## src/rtl/gpio_ctrl_if.sv

```systemverilog
// Native valid/ready memory bus between the SoC core and a peripheral slave.
// One outstanding request; the master holds request fields stable until mem_ready.
interface gpio_ctrl_if #(
  parameter int unsigned ADDR_BITS = 5
) ();
  logic                 mem_valid;
  logic                 mem_ready;
  logic [ADDR_BITS-1:0] mem_addr;
  logic [31:0]          mem_wdata;
  logic [3:0]           mem_wstrb;
  logic [31:0]          mem_rdata;

  modport master (
    output mem_valid, mem_addr, mem_wdata, mem_wstrb,
    input  mem_ready, mem_rdata
  );

  modport slave (
    input  mem_valid, mem_addr, mem_wdata, mem_wstrb,
    output mem_ready, mem_rdata
  );
endinterface

```

## src/rtl/gpio_ctrl.sv

```systemverilog
// Memory-mapped GPIO: per-pin direction, input synchroniser, selectable-polarity
// edge detection, sticky W1C interrupt status and a registered level interrupt.
module gpio_ctrl #(
  parameter int unsigned WIDTH       = 8,
  parameter int unsigned SYNC_STAGES = 2,
  parameter int unsigned ADDR_BITS   = 5
) (
  input  logic             clk,
  input  logic             reset,
  gpio_ctrl_if.slave       bus,
  input  logic [WIDTH-1:0] gpio_pin_in,
  output logic [WIDTH-1:0] gpio_pin_out,
  output logic [WIDTH-1:0] gpio_pin_oe,
  output logic             irq
);

  localparam int unsigned IdxW = ADDR_BITS - 2;

  localparam logic [IdxW-1:0] RegDataIn  = IdxW'(0);
  localparam logic [IdxW-1:0] RegDataOut = IdxW'(1);
  localparam logic [IdxW-1:0] RegDir     = IdxW'(2);
  localparam logic [IdxW-1:0] RegIrqEn   = IdxW'(3);
  localparam logic [IdxW-1:0] RegStatus  = IdxW'(4);
  localparam logic [IdxW-1:0] RegEdgeSel = IdxW'(5);

  logic [SYNC_STAGES-1:0][WIDTH-1:0] sync_q;
  logic [WIDTH-1:0] sync_last, sync_next;
  logic [WIDTH-1:0] prev_q;
  logic [WIDTH-1:0] data_out_q, data_out_d;
  logic [WIDTH-1:0] dir_q, dir_d;
  logic [WIDTH-1:0] irq_en_q, irq_en_d;
  logic [WIDTH-1:0] status_q, status_d;
  logic [WIDTH-1:0] edge_sel_q, edge_sel_d;
  logic [WIDTH-1:0] evt, clr, mask_w, wdat_w;
  logic             ready_q, irq_q;
  logic [31:0]      rdata_q, rdata_d;
  logic             accept, is_wr;
  logic [IdxW-1:0]  idx;
  logic             unused_bits;

  assign sync_last = sync_q[SYNC_STAGES-1];
  // Value the last stage takes at this edge, so a DATA_IN read sees the freshest sample.
  assign sync_next = sync_q[SYNC_STAGES-2];

  assign evt = (edge_sel_q & sync_last & ~prev_q) | (~edge_sel_q & ~sync_last & prev_q);

  assign accept = bus.mem_valid & ~ready_q;
  assign is_wr  = accept & (|bus.mem_wstrb);
  assign idx    = bus.mem_addr[ADDR_BITS-1:2];
  assign wdat_w = bus.mem_wdata[WIDTH-1:0];

  assign unused_bits = ^{bus.mem_addr[1:0], bus.mem_wdata};

  always_comb begin
    mask_w = '0;
    for (int i = 0; i < WIDTH; i++) begin
      mask_w[i] = bus.mem_wstrb[i >> 3];
    end
  end

  always_comb begin
    data_out_d = data_out_q;
    dir_d      = dir_q;
    irq_en_d   = irq_en_q;
    edge_sel_d = edge_sel_q;
    clr        = '0;
    rdata_d    = '0;
    if (is_wr) begin
      case (idx)
        RegDataOut: data_out_d = (data_out_q & ~mask_w) | (wdat_w & mask_w);
        RegDir:     dir_d      = (dir_q & ~mask_w) | (wdat_w & mask_w);
        RegIrqEn:   irq_en_d   = (irq_en_q & ~mask_w) | (wdat_w & mask_w);
        RegStatus:  clr        = wdat_w & mask_w;
        RegEdgeSel: edge_sel_d = (edge_sel_q & ~mask_w) | (wdat_w & mask_w);
        default:    ;
      endcase
    end else if (accept) begin
      case (idx)
        RegDataIn:  rdata_d = 32'(sync_next);
        RegDataOut: rdata_d = 32'(data_out_q);
        RegDir:     rdata_d = 32'(dir_q);
        RegIrqEn:   rdata_d = 32'(irq_en_q);
        RegStatus:  rdata_d = 32'(status_q);
        RegEdgeSel: rdata_d = 32'(edge_sel_q);
        default:    rdata_d = '0;
      endcase
    end
    // A new event beats a simultaneous clear.
    status_d = (status_q & ~clr) | evt;
  end

  always_ff @(posedge clk or posedge reset) begin
    if (reset) begin
      sync_q     <= '0;
      prev_q     <= '0;
      data_out_q <= '0;
      dir_q      <= '0;
      irq_en_q   <= '0;
      status_q   <= '0;
      edge_sel_q <= '0;
      ready_q    <= 1'b0;
      rdata_q    <= '0;
      irq_q      <= 1'b0;
    end else begin
      sync_q     <= {sync_q[SYNC_STAGES-2:0], gpio_pin_in};
      prev_q     <= sync_last;
      data_out_q <= data_out_d;
      dir_q      <= dir_d;
      irq_en_q   <= irq_en_d;
      status_q   <= status_d;
      edge_sel_q <= edge_sel_d;
      ready_q    <= accept;
      rdata_q    <= rdata_d;
      irq_q      <= |(status_q & irq_en_q);
    end
  end

  assign bus.mem_ready = ready_q;
  assign bus.mem_rdata = rdata_q;
  assign gpio_pin_out  = data_out_q;
  assign gpio_pin_oe   = dir_q;
  assign irq           = irq_q;

endmodule

```

## src/flat_wrapper.sv

```systemverilog
// flat-port wrapper written by rule: the top's interface ports become plain ports
module gpio_ctrl_flat 
#(
  parameter int unsigned WIDTH       = 8,
  parameter int unsigned SYNC_STAGES = 2,
  parameter int unsigned ADDR_BITS   = 5
)
  (clk, reset, gpio_pin_in, gpio_pin_out, gpio_pin_oe, irq, bus_mem_valid, bus_mem_addr, bus_mem_wdata, bus_mem_wstrb, bus_mem_ready, bus_mem_rdata);
  gpio_ctrl_if #(.ADDR_BITS(ADDR_BITS)) bus_i ();
  input  logic clk;
  input  logic reset;
  input  logic [WIDTH-1:0] gpio_pin_in;
  output logic [WIDTH-1:0] gpio_pin_out;
  output logic [WIDTH-1:0] gpio_pin_oe;
  output logic irq;
  input wire logic [$bits(bus_i.mem_valid)-1:0] bus_mem_valid;
  input wire logic [$bits(bus_i.mem_addr)-1:0] bus_mem_addr;
  input wire logic [$bits(bus_i.mem_wdata)-1:0] bus_mem_wdata;
  input wire logic [$bits(bus_i.mem_wstrb)-1:0] bus_mem_wstrb;
  output wire logic [$bits(bus_i.mem_ready)-1:0] bus_mem_ready;
  output wire logic [$bits(bus_i.mem_rdata)-1:0] bus_mem_rdata;
  assign bus_i.mem_valid = bus_mem_valid;
  assign bus_i.mem_addr = bus_mem_addr;
  assign bus_i.mem_wdata = bus_mem_wdata;
  assign bus_i.mem_wstrb = bus_mem_wstrb;
  assign bus_mem_ready = bus_i.mem_ready;
  assign bus_mem_rdata = bus_i.mem_rdata;
  gpio_ctrl #(.WIDTH(WIDTH), .SYNC_STAGES(SYNC_STAGES), .ADDR_BITS(ADDR_BITS)) u_core (.clk(clk), .reset(reset), .bus(bus_i), .gpio_pin_in(gpio_pin_in), .gpio_pin_out(gpio_pin_out), .gpio_pin_oe(gpio_pin_oe), .irq(irq));
endmodule
```

## config.mk

```make
export PLATFORM = sky130hd
export DESIGN_NAME = gpio_ctrl_flat
export DESIGN_NICKNAME = d
export VERILOG_FILES = /design/src/rtl/gpio_ctrl_if.sv /design/src/rtl/gpio_ctrl.sv /design/src/flat_wrapper.sv
export SDC_FILE = /design/constraint.sdc
export NUM_CORES = 1
export LEC_CHECK = 0
export ABC_AREA = 0
export CORE_ASPECT_RATIO = 1.75
export CORE_MARGIN = 2
export CORE_UTILIZATION = 50
export CTS_CLUSTER_DIAMETER = 200
export CTS_CLUSTER_SIZE = 10
export DETAILED_ROUTE_END_ITERATION = 8
export PLACE_DENSITY = 0.9
export SYNTH_ARGS = -nofsm -noshare
export SYNTH_HDL_FRONTEND = slang
export SYNTH_SLANG_ARGS = --single-unit
```

## constraint.sdc

```tcl
create_clock -name clk -period 4.3 [get_ports clk]
set_input_delay 0.645 -clock clk [delete_from_list [all_inputs] [get_ports clk]]
set_output_delay 0.645 -clock clk [all_outputs]
set_load 0.01 [all_outputs]
```

==> metrics.log, run 1 <==
INFO  metric run_status = completed
INFO  metric drt_iter0_markers = 162
INFO  metric skew = about 0.0060 ns
INFO  metric io-pin-count = about 100
INFO  metric starting_density = 0.5225
INFO  metric gp_routability_congestion = approximately 0.75
INFO  metric critPathTopFamily = buffers and inverters
INFO  metric postCtsHoldBufs = 0
INFO  metric drt_drc_violations_left = 0
INFO  metric synth-seq-cells = 74
INFO  metric arrival = 2.74 ns
INFO  metric final_cell_area = 3890 sq um
INFO  metric max-vdd-ir-drop = approximately 0.23 mV
INFO  metric first_global_vias = 2,157
INFO  metric grt_use_total = 0.2058
INFO  metric htreeDepth = 3
INFO  metric place.detailed.hpwl = ~4.7 mm
INFO  metric grt_remaining_overflow = 0
INFO  metric wl = 6.733 mm
INFO  metric cpPeakStageDelay = 0.82 ns
INFO  metric finalHoldViolCount = 0
INFO  metric syn-cell-area = 3254 sq um
INFO  metric place.port_buffers = 51
INFO  metric synth.yosys.warnings = 0
INFO  metric fmax = ~0.40 GHz
INFO  metric worst_skew_pair.late_latency = 0.36 ns
INFO  metric worst-endpoint-required = 4.54 ns
INFO  metric worstPathCellList = clkdlybuf4s50_1, buf_4, nor2b_1, nand2_1, mux2_2
INFO  metric synthesis.instances = 266
INFO  metric critPathBufInv = 2
INFO  metric synth_most_common_cell = sky130_fd_sc_hd__dfrtp_1
INFO  metric crit_type = in2reg
INFO  metric setup_viol_count_final = 0
INFO  metric hold_path_class = reg2reg
INFO  metric core_area = 6228 sq um
INFO  metric fillers = 502
INFO  metric clk_transition_reported_paths = about 0.070 ns
INFO  metric floorplan.die_area = 7195 sq um
INFO  metric area.growth.synth_to_final = 19.53%
INFO  metric largest_net_degree_at_the_start_of_global_routing = between 50 and 60
INFO  metric yosys-mux-area-fraction = 0.1615
INFO  metric synth_top_area_share = 0.5690
INFO  metric cellLeakagePower = 1.702 nW
INFO  metric antenna_found_initial = 0
INFO  metric rows = 38
INFO  metric cts-root-to-sink-buffers = 2
INFO  metric synth-simple-area-share = 0.09804
INFO  metric end_kind = flop
INFO  metric grt_first_pass_wirelength = between 10 and 15 mm
INFO  metric die_y = 110.7 microns
INFO  metric cts_setup_buffers = 0
INFO  metric worstMarginPinSlew = 1.028 ns
INFO  metric async_flop_share = 1.000
INFO  metric synth_compound_gate_area_share = 0.09112
INFO  metric finalCriticalPeriod = 2.503 ns
INFO  metric synth_top_cells_by_count = sky130_fd_sc_hd__dfrtp_1, sky130_fd_sc_hd__mux2_2, sky130_fd_sc_hd__nand2_1, sky130_fd_sc_hd__buf_4, sky130_fd_sc_hd__nor2_1
INFO  metric synth_edf_count = 0
INFO  metric tritoncts = done
INFO  metric drt-vias-per-instance = approximately 5.5
INFO  metric post_cts.resized_instances = 0
INFO  metric synth.distinct_cells = 35
INFO  metric numCtsBuffers = 9
INFO  metric worst_path_max_delay_cell = sky130_fd_sc_hd__clkdlybuf4s50_1
INFO  metric routed-via-count = 2,222
INFO  metric post_synthesis_share_of_cell_area_spent_on_full_adders_half_adders_and_majority_gates = 0
INFO  metric critical_path_startpoint_category = input port
INFO  metric worstPathMaxFanout = 15
INFO  metric combinational_family_with_the_most_area_after_synthesis = multiplexers
INFO  metric synth-xor-area-share = 0
INFO  metric final_nets = 373
INFO  metric avgSynthCellArea = 12.23 sq um
INFO  metric n_antenna_cell = 0
INFO  metric post-synth-top-area-cell = sky130_fd_sc_hd__dfrtp_1
INFO  metric layout-drive-gt1-share = 0.1765
INFO  metric drt.antenna.violating_nets = 0
INFO  metric die-width = 64.99 microns
INFO  metric cts.sink_count = between 70 and 80
INFO  metric library_cell_used_as_clock_root_buffer = sky130_fd_sc_hd__clkbuf_8
INFO  metric placed_area = 3731 sq um
INFO  metric grt_setup_unrepaired = false
INFO  metric cellPowerDensity = 421.1 nW/um^2
INFO  metric seq_area_frac_synth = 0.5690
INFO  metric fin_crit_sh = 0.5820
INFO  metric firstDrtPassIters = 4
INFO  metric maxSlewHeadroom = 0.3138
INFO  metric cap_violations = 0
INFO  metric tns = 0 ns
INFO  metric post_synth_main_area_contributors = sky130_fd_sc_hd__dfrtp_1, sky130_fd_sc_hd__mux2_2, sky130_fd_sc_hd__buf_4
INFO  metric drt-wirelength-per-cell = 16.71 microns
INFO  metric synth-main-ff-cell = sky130_fd_sc_hd__dfrtp_1
INFO  metric slew_viol_final = 0
area by class of cell:
type | instances | area, sq um | area share
clock buffers | 13 | 158.9 | 0.04085
well taps | 80 | 100.1 | 0.02573
multi-input cells | 179 | 1231 | 0.3165
inverters | 2 | 7.507 | 0.001930
flip-flops and latches | 74 | 1852 | 0.4760
repair buffers | 55 | 540.5 | 0.1390
metal layers:
layer / wire length [microns] / vias to the layer above / track usage
li1: - / 991 / -
met1: 2543 / 1105 / 0.2493
met2: 3532 / 109 / 0.3299
met3: 436 / 17 / 0.04670
met4: 221 / 0 / 0.1206
met5: 0 / - / 0
through the flow:
| stage | hold WS, ns | utilization | total power, mW | cells | setup WS, ns |
|---|---|---|---|---|---|
| 4_1_cts | 0.3797 | 0.6245 | 1.645 | 403 | 1.832 |
| 2_1_floorplan | 0.3494 | - | 1.049 | 289 | 1.773 |
| 3_3_place_gp | 0.3595 | 0.5990 | 1.168 | 390 | 1.515 |
| 6_report | 0.3759 | 0.6245 | 1.638 | 403 | 1.797 |
| 3_5_place_dp | 0.3692 | 0.5990 | 1.188 | 390 | 1.483 |
| 5_1_grt | 0.4033 | 0.6245 | 1.711 | 403 | 1.720 |
report_power, final:
group	total (mW)	internal (mW)	switching, mW
registers	0.860	0.784	0.0756
logic	0.316	0.183	0.133
clock network	0.463	0.232	0.231
total	1.64	1.20	0.439
placed cells by master (no fill, tap or decap), types with 2 or more instances in the layout:
cell | Yosys | routed
sky130_fd_sc_hd__nand4_1 | 2 | 2
sky130_fd_sc_hd__nor2_1 | 15 | 15
sky130_fd_sc_hd__a211oi_1 | 4 | 4
sky130_fd_sc_hd__nor3_1 | 3 | 3
sky130_fd_sc_hd__mux2i_1 | 12 | 12
sky130_fd_sc_hd__clkbuf_8 | 0 | 11
sky130_fd_sc_hd__conb_1 | 1 | 24
sky130_fd_sc_hd__o21ai_0 | 11 | 11
sky130_fd_sc_hd__mux2_2 | 34 | 34
sky130_fd_sc_hd__a21o_1 | 8 | 8
sky130_fd_sc_hd__nor2b_1 | 2 | 2
sky130_fd_sc_hd__o211a_1 | 2 | 2
sky130_fd_sc_hd__buf_4 | 25 | 4
sky130_fd_sc_hd__a22oi_1 | 5 | 5
sky130_fd_sc_hd__clkbuf_1 | 1 | 2
sky130_fd_sc_hd__a21oi_1 | 9 | 9
sky130_fd_sc_hd__nand2_1 | 29 | 29
sky130_fd_sc_hd__a211o_1 | 2 | 2
sky130_fd_sc_hd__and3_4 | 2 | 2
sky130_fd_sc_hd__dfrtp_1 | 74 | 74
sky130_fd_sc_hd__nand3_1 | 3 | 3
sky130_fd_sc_hd__clkdlybuf4s50_1 | 0 | 51
worst register-to-register path, stage by stage, from the launching register on:
cell and delay, ns:
sky130_fd_sc_hd__dfrtp_1 0.40, sky130_fd_sc_hd__nor2b_4 0.17, sky130_fd_sc_hd__nand3_2 0.11, sky130_fd_sc_hd__nor3b_4 0.53, sky130_fd_sc_hd__mux2_2 0.41
logic make-up (layout without fill, tap and decap cells):
group           Yosys count  in the layout
mux                      47             47
compound gates           45             45
other cells               1             24
flops                    74             74
buf+inv                  36             70
simple gates             63             63
worst paths after layout:
path                                       end  slack, ns  depth (start not counted)            startpoint
hold reg to reg            u_core.sync_last[7]       0.38                          0   u_core.sync_next[7]
hold / removal             u_core.sync_last[7]       0.38                          0   u_core.sync_next[7]
setup / recovery                          flop       1.80                          5       bus_mem_addr[3]
setup reg to reg                          flop       2.57                          4  u_core.bus.mem_ready
max in group asynchronous            async pin       2.57                          3                 reset
min in group asynchronous  u_core.sync_next[2]       0.86                          2                 reset
(Power assumes the default switching activity.)
==> inputs of run 2 (changes only) <==
Settings changed: CORE_UTILIZATION 50 to 42, PLACE_DENSITY 0.9 to 0.81.
Clock period 4.3 ns to 2.3 ns, I/O delays scaled along.
==> run 2 against run 1 <==
Highest routed layer unchanged. Register-to-register slack got worse by 1.9 ns. Clock power rose to 3.5 times the previous value. Clock-buffer cell count fell by 2. Critical path depth stayed put. Largest cell class unchanged. Clock skew shrank 0.0023 ns. Sequential share of layout area shrank 3.1 points. Cell area is 6.9% higher. Die area rose by 18%. Worst setup slack got worse by 1.3 ns. Critical path type unchanged.
==> metrics.log, run 2 (synthesis results as in run 1) <==
INFO  metric critical_path.startpoint = bus_mem_addr[3] (unchanged)
INFO  metric largest_net_degree_at_the_start_of_global_routing = 45 (was 53)
INFO  metric worst_skew_pair.late_latency = 0.34 ns (was 0.36 ns)
INFO  metric place.detailed.hpwl = 4.999 mm (was 4.699 mm)
INFO  metric layout.cells.most_common_list = sky130_fd_sc_hd__dfrtp_1, sky130_fd_sc_hd__clkdlybuf4s50_1, sky130_fd_sc_hd__mux2_2 (unchanged)
INFO  metric floorplan.die_area = 8496 sq um (was 7195 sq um)
INFO  metric firstDrtPassIters = 4 (unchanged)
INFO  metric wl = 7.064 mm (was 6.733 mm)
INFO  metric drt_drc_violations_left = 0 (unchanged)
INFO  metric worstPathCellList = clkdlybuf4s50_1, buf_12, nor2b_1, nand2_1, mux2_2 (was clkdlybuf4s50_1, buf_4, nor2b_1, nand2_1, mux2_2)
INFO  metric end_kind = flop (unchanged)
INFO  metric worstMarginPinSlew = 0.5024 ns (was 1.028 ns)
INFO  metric first_global_vias = 2,345 (was 2,157)
INFO  metric tns = 0 ns (unchanged)
INFO  metric finalCriticalPeriod = 1.802 ns
INFO  metric gp_routability_congestion = 0.7985 (was 0.7516)
INFO  metric crit_type = in2reg (unchanged)
INFO  metric place.port_buffers = 51 (unchanged)
INFO  metric drt.antenna.violating_nets = 0 (unchanged)
INFO  metric drt-vias-per-instance = 5.298 (was 5.514)
INFO  metric fillers = 659 (was 502)
INFO  metric rrSetupSlack = 0.67 ns (was 2.57 ns)
INFO  metric cts-root-to-sink-buffers = 2 (unchanged)
INFO  metric core_area = 7567 sq um (was 6228 sq um)
INFO  metric grt_remaining_overflow = 0 (unchanged)
INFO  metric arrival = 2.02 ns (was 2.74 ns)
INFO  metric finalHoldViolCount = 0 (unchanged)
INFO  metric grt_setup_unrepaired = false (unchanged)
INFO  metric worstPathMaxFanout = 25 (was 15)
INFO  metric layout.cells.most_common = sky130_fd_sc_hd__dfrtp_1 (unchanged)
INFO  metric routed-via-count = 2,220 (was 2,222)
INFO  metric antenna_found_initial = 0 (unchanged)
INFO  metric grt_first_pass_wirelength = 11.54 mm (was 10.92 mm)
INFO  metric cpPeakStageDelay = 0.52 ns (was 0.82 ns)
INFO  metric fmax = 0.5549 GHz
INFO  metric worstRegToRegCells = 4 (unchanged)
INFO  metric worst-endpoint-required = 2.52 ns (was 4.54 ns)
INFO  metric starting_density = 0.4301 (was 0.5225)
INFO  metric area.growth.synth_to_final = 27.72% (was 19.53%)
INFO  metric numCtsBuffers = 9 (unchanged)
INFO  metric tritoncts = done (unchanged)
INFO  metric layout-drive-gt1-share = 0.2024 (was 0.1765)
INFO  metric skew = 0.003670 ns (was 0.005977 ns)
INFO  metric maxSlewHeadroom = 0.6643 (was 0.3138)
INFO  metric final_nets = 378 (was 373)
INFO  metric post-route-util = 0.5493 (was 0.6245)
INFO  metric hold_path_class = in2async (was reg2reg)
INFO  metric clk_transition_reported_paths = 0.05 ns (was 0.07 ns)
INFO  metric rows = 42 (was 38)
INFO  metric cts_setup_buffers = 0 (unchanged)
INFO  metric library_cell_used_as_clock_root_buffer = sky130_fd_sc_hd__clkbuf_16 (was sky130_fd_sc_hd__clkbuf_8)
INFO  metric cellLeakagePower = 1.830 nW (was 1.702 nW)
INFO  metric die-width = 70.54 microns (was 64.99 microns)
INFO  metric setup_viol_count_final = 0 (unchanged)
INFO  metric post_cts.resized_instances = 0 (unchanged)
INFO  metric r2r_start = u_core.bus.mem_ready (unchanged)
INFO  metric drt-wirelength-per-cell = 16.86 microns (was 16.71 microns)
INFO  metric slew_viol_final = 0 (unchanged)
INFO  metric io-pin-count = 102 (unchanged)
INFO  metric fin_crit_sh = 0.7836
INFO  metric grt_use_total = 0.1793 (was 0.2058)
INFO  metric cellPowerDensity = 923.7 nW/um^2 (was 421.1 nW/um^2)
INFO  metric cap_violations = 0 (unchanged)
INFO  metric die_y = 120.4 microns (was 110.7 microns)
INFO  metric htreeDepth = 3 (unchanged)
INFO  metric critical_path_startpoint_category = input port (unchanged)
INFO  metric max-vdd-ir-drop = 0.4502 mV (was 0.2269 mV)
INFO  metric cts.sink_count = 74 (unchanged)
INFO  metric postCtsHoldBufs = 0 (unchanged)
INFO  metric drt_iter0_markers = 161 (was 162)
INFO  metric n_antenna_cell = 0 (unchanged)
INFO  metric worst_path_max_delay_cell = sky130_fd_sc_hd__clkdlybuf4s50_1 (unchanged)
INFO  metric run_status = completed (unchanged)
==> run 2: stage by stage <==
step | setup WS [ns] | instances | instance area, sq um | total power [mW] | hold slack [ns]
finish | 0.4978 | 419 | 4156 | 3.840 | 0.2651
global route | 0.4039 | 419 | 4156 | 3.984 | 0.2994
CTS | 0.4801 | 419 | 4156 | 3.871 | 0.2697
detailed placement | 0.1399 | 403 | 3804 | 2.232 | 0.3783
global placement | 0.1553 | 403 | 3804 | 2.205 | 0.3607
floorplan | 0.07338 | 289 | 3341 | 1.962 | 0.3494
==> run 2: final cells by class <==
class / count / area [sq um] / share of cell area
repair buffers: 60 / 603.1 / 0.1451
multi-input cells: 179 / 1231 / 0.2962
clock inverters: 5 / 100.1 / 0.02408
well taps: 88 / 110.1 / 0.02649
flip-flops and latches: 74 / 1852 / 0.4455
inverters: 2 / 7.507 / 0.001806
clock buffers: 11 / 252.7 / 0.06081
==> run 2: worst max-delay path: cells and delay by family <==
family | cells | cell delay (ns)
buffers and inverters | 2 | 0.71
muxes | 1 | 0.40
and+or+nand+nor | 2 | 0.56
==> run 2: worst min-delay path by stage <==
stage,from,to,slack [ns],depth (start not counted)
floorplan,u_core.sync_next[3],u_core.sync_last[3],0.35,0
global placement,u_core.sync_next[5],u_core.sync_last[5],0.36,0
detailed placement,u_core.sync_next[5],u_core.sync_last[5],0.38,0
CTS,reset,u_core.status_q[6],0.27,2
global route,reset,u_core.status_q[6],0.30,2
finish,reset,u_core.status_q[1],0.27,2
==> run 2: metal layers <==
| layer | vias up | GRT usage | share of wire |
|---|---|---|---|
| met5 | - | 0 | 0 |
| met2 | 87 | 0.3231 | 0.55 |
| met1 | 1116 | 0.1859 | 0.36 |
| met4 | 0 | 0.09080 | 0.025 |
| met3 | 15 | 0.05167 | 0.061 |
| li1 | 1002 | - | - |
==> run 2: where the power goes <==
part           leakage, nW  switching [mW]  internal, mW  total (mW)
registers            0.885           0.138          1.47        1.61
logic                0.769           0.251         0.351       0.602
clock network        0.176           0.519          1.11        1.63
total                 1.83           0.907          2.93        3.84
==> inputs of run 3 (changes only) <==
Settings changed: CORE_UTILIZATION 42 to 46, PLACE_DENSITY 0.81 to 0.84.
Clock period 2.3 ns to 1.7 ns, I/O delays scaled along.
==> run 3 against run 2 <==
Power increased by 30%. Hold slack improved by 0.099 ns. Sequential share of layout area decreased by 0.74 points. Cell area increased by 1.7%. Highest routed layer unchanged.
==> metrics.log, run 3 (synthesis results as in run 1) <==
INFO  metric worstRegToRegCells = 4 (unchanged)
INFO  metric place.detailed.hpwl = 4.874 mm (was 4.999 mm)
INFO  metric firstDrtPassIters = 4 (unchanged)
INFO  metric wl = 6.873 mm (was 7.064 mm)
INFO  metric grt_remaining_overflow = 0 (unchanged)
INFO  metric worst-endpoint-required = 1.91 ns (was 2.52 ns)
INFO  metric multi_input_combinational_cell_area = 1231 sq um (unchanged)
INFO  metric starting_density = 0.4746 (was 0.4301)
INFO  metric layout.cells.most_common_list = sky130_fd_sc_hd__dfrtp_1, sky130_fd_sc_hd__clkdlybuf4s50_1, sky130_fd_sc_hd__mux2_2 (unchanged)
INFO  metric crit_type = in2reg (unchanged)
INFO  metric cpPeakStageDelay = 0.56 ns (was 0.52 ns)
INFO  metric fmax = about 0.65 GHz
INFO  metric finalCriticalPeriod = 1.538 ns
INFO  metric core_area = 6857 sq um (was 7567 sq um)
INFO  metric post_cts.resized_instances = 0 (unchanged)
INFO  metric p_sw = 1.210 mW (was 0.9070 mW)
INFO  metric n_antenna_cell = 0 (unchanged)
INFO  metric hold_path_class = in2reg (was in2async)
INFO  metric worst_path_max_delay_cell = sky130_fd_sc_hd__clkdlybuf4s50_1 (unchanged)
INFO  metric power_frac_seq = 0.435 (was 0.418)
INFO  metric fin_crit_sh = 0.9045
INFO  metric drt_iter0_markers = 155 (was 161)
INFO  metric drt-vias-per-instance = 5.226 (was 5.298)
INFO  metric run_status = completed (unchanged)
INFO  metric library_cell_used_as_clock_root_buffer = sky130_fd_sc_hd__clkbuf_16 (unchanged)
INFO  metric cts_setup_buffers = 0 (unchanged)
INFO  metric first_global_vias = 2,270 (was 2,345)
INFO  metric grt_util_met1 = 0.2343 (was 0.1859)
INFO  metric total_power = 4.996 mW (was 3.840 mW)
INFO  metric cts.sink_count = 74 (unchanged)
INFO  metric grt_use_total = 0.1960 (was 0.1793)
INFO  metric gp_routability_congestion = 0.8022 (was 0.7985)
INFO  metric layout-drive-gt1-share = 0.2348 (was 0.2024)
INFO  metric globalRouteMet2Util = 0.3203 (was 0.3231)
INFO  metric placed_area = 3908 sq um (was 3804 sq um)
INFO  metric fillers = 517 (was 659)
INFO  metric finalHoldViolCount = 0 (unchanged)
INFO  metric critical_path_startpoint_category = input port (unchanged)
INFO  metric slew_viol_final = 0 (unchanged)
INFO  metric setup_viol_count_final = 0 (unchanged)
INFO  metric storage_cell_area = 1852 sq um (unchanged)
INFO  metric io-pin-count = 102 (unchanged)
INFO  metric final_cell_area = 4227 sq um (was 4156 sq um)
INFO  metric layoutNonFillerInstCount = 429 (was 419)
INFO  metric drt-wirelength-per-cell = 16.02 microns (was 16.86 microns)
INFO  metric hold_path_depth = 1
INFO  metric grt_first_pass_wirelength = 11.08 mm (was 11.54 mm)
INFO  metric worstPathMaxFanout = 14 (was 25)
INFO  metric routed-via-count = 2,242 (was 2,220)
INFO  metric max-vdd-ir-drop = 0.8681 mV (was 0.4502 mV)
INFO  metric cts-root-to-sink-buffers = 2 (unchanged)
INFO  metric grt_setup_unrepaired = false (unchanged)
INFO  metric final_nets = 392 (was 378)
INFO  metric cpMostUsedCell = sky130_fd_sc_hd__buf_4
INFO  metric clock_power_share = 0.400 (was 0.425)
INFO  metric drt_drc_violations_left = 0 (unchanged)
INFO  metric tns = 0 ns (unchanged)
INFO  metric rows = 40 (was 42)
INFO  metric die_y = 115.3 microns (was 120.4 microns)
INFO  metric largest_net_degree_at_the_start_of_global_routing = 75 (was 45)
INFO  metric cellLeakagePower = 1.879 nW (was 1.830 nW)
INFO  metric die-width = 67.58 microns (was 70.54 microns)
INFO  metric layout.cells.most_common = sky130_fd_sc_hd__dfrtp_1 (unchanged)
INFO  metric antenna_found_initial = 0 (unchanged)
INFO  metric tritoncts = done (unchanged)
INFO  metric worst_skew_pair.late_latency = 0.33 ns (was 0.34 ns)
INFO  metric timing.final.ws_setup = 0.1624 ns (was 0.4978 ns)
INFO  metric internal_power = 3.786 mW (was 2.933 mW)
INFO  metric grt_most_used_layer = met2 (unchanged)
INFO  metric groute.layer.met3.usage = 0.03425 (was 0.05167)
INFO  metric drt.antenna.violating_nets = 0 (unchanged)
INFO  metric clk_transition_reported_paths = 0.06 ns (was 0.05 ns)
INFO  metric combPwrFrac = 0.165 (was 0.157)
INFO  metric worstPathCellList = clkdlybuf4s50_1, buf_4, buf_4, mux2i_1, o211a_1, nor3_1 (was clkdlybuf4s50_1, buf_12, nor2b_1, nand2_1, mux2_2)
INFO  metric htreeDepth = 3 (unchanged)
INFO  metric post-place-cells = 413 (was 403)
INFO  metric area.growth.synth_to_final = 29.87% (was 27.72%)
INFO  metric place.port_buffers = 51 (unchanged)
INFO  metric cap_violations = 0 (unchanged)
INFO  metric cellPowerDensity = 1182 nW/um^2 (was 923.7 nW/um^2)
INFO  metric numCtsBuffers = 9 (unchanged)
INFO  metric arrival = 1.75 ns (was 2.02 ns)
INFO  metric postCtsHoldBufs = 0 (unchanged)
INFO  metric floorplan.die_area = 7790 sq um (was 8496 sq um)
INFO  metric placement.setup.worst_slack = -0.1798 ns (was 0.1399 ns)
INFO  metric end_kind = flop (unchanged)
INFO  metric skew = 0.005029 ns (was 0.003670 ns)
INFO  metric swShare = 0.2422 (was 0.2362)
[run 3: cell types whose count changed in the layout (fill, tap and decap cells not counted), sizes merged]
cell      delta
buf         +14
bufinv       -1
clkinv       +2
clkbuf       -1
clkinvlp     +1
inv          -1
[run 3: layout make-up]
type / instances / area share
Multi-Input combinational cell: 179 / 0.2913
Tap cell: 84 / 0.02487
Clock inverter: 6 / 0.01895
Timing Repair Buffer: 74 / 0.1676
Inverter: 2 / 0.002664
Sequential cell: 74 / 0.4381
Clock buffer: 10 / 0.05654
[run 3: layer usage]
layer	vias to the layer above	share of wire
met5	-	0
met4	0	0.026
met3	11	0.046
met2	82	0.53
met1	1117	0.39
li1	1032	-
[run 3: final timing paths]
| path | start | slack, ns | endpoint |
|---|---|---|---|
| setup / recovery | bus_mem_addr[4] | 0.16 | u_core.bus.mem_rdata[6] |
| hold / removal | gpio_pin_in[0] | 0.36 | u_core.sync_next[0] |
| setup reg to reg | u_core.bus.mem_ready | 0.17 | flop |
| hold reg to reg | u_core.sync_next[0] | 0.38 | u_core.sync_last[0] |
| max in group asynchronous | reset | 1.02 | u_core.bus.mem_rdata[1] |
| min in group asynchronous | reset | 0.37 | u_core.bus.mem_rdata[7] |
[run 3: power by group through the flow]
stage                     Sequential, mW  Combinational (mW)  Clock, mW
after floorplan                     2.19               0.463          0
after global placement              2.19               0.806          0
after detailed placement            2.20               0.827          0
after CTS                           2.17               0.831       2.03
after global routing                2.20               0.901       2.13
final                               2.17               0.824       2.00
[run 3: critical path: cells and delay by family]
kind            cells  cell delay [ns]
buf+inv             3             0.99
simple gates        1             0.23
mux                 1             0.07
compound gates      1             0.20
[run 3: through the flow]
stage,hold slack (ns),utilization
3_3_place_gp,0.3682,0.5699
3_5_place_dp,0.3577,0.5699
4_1_cts,0.3539,0.6164
5_1_grt,0.3663,0.6164
6_report,0.3637,0.6164
2_1_floorplan,0.2864,-
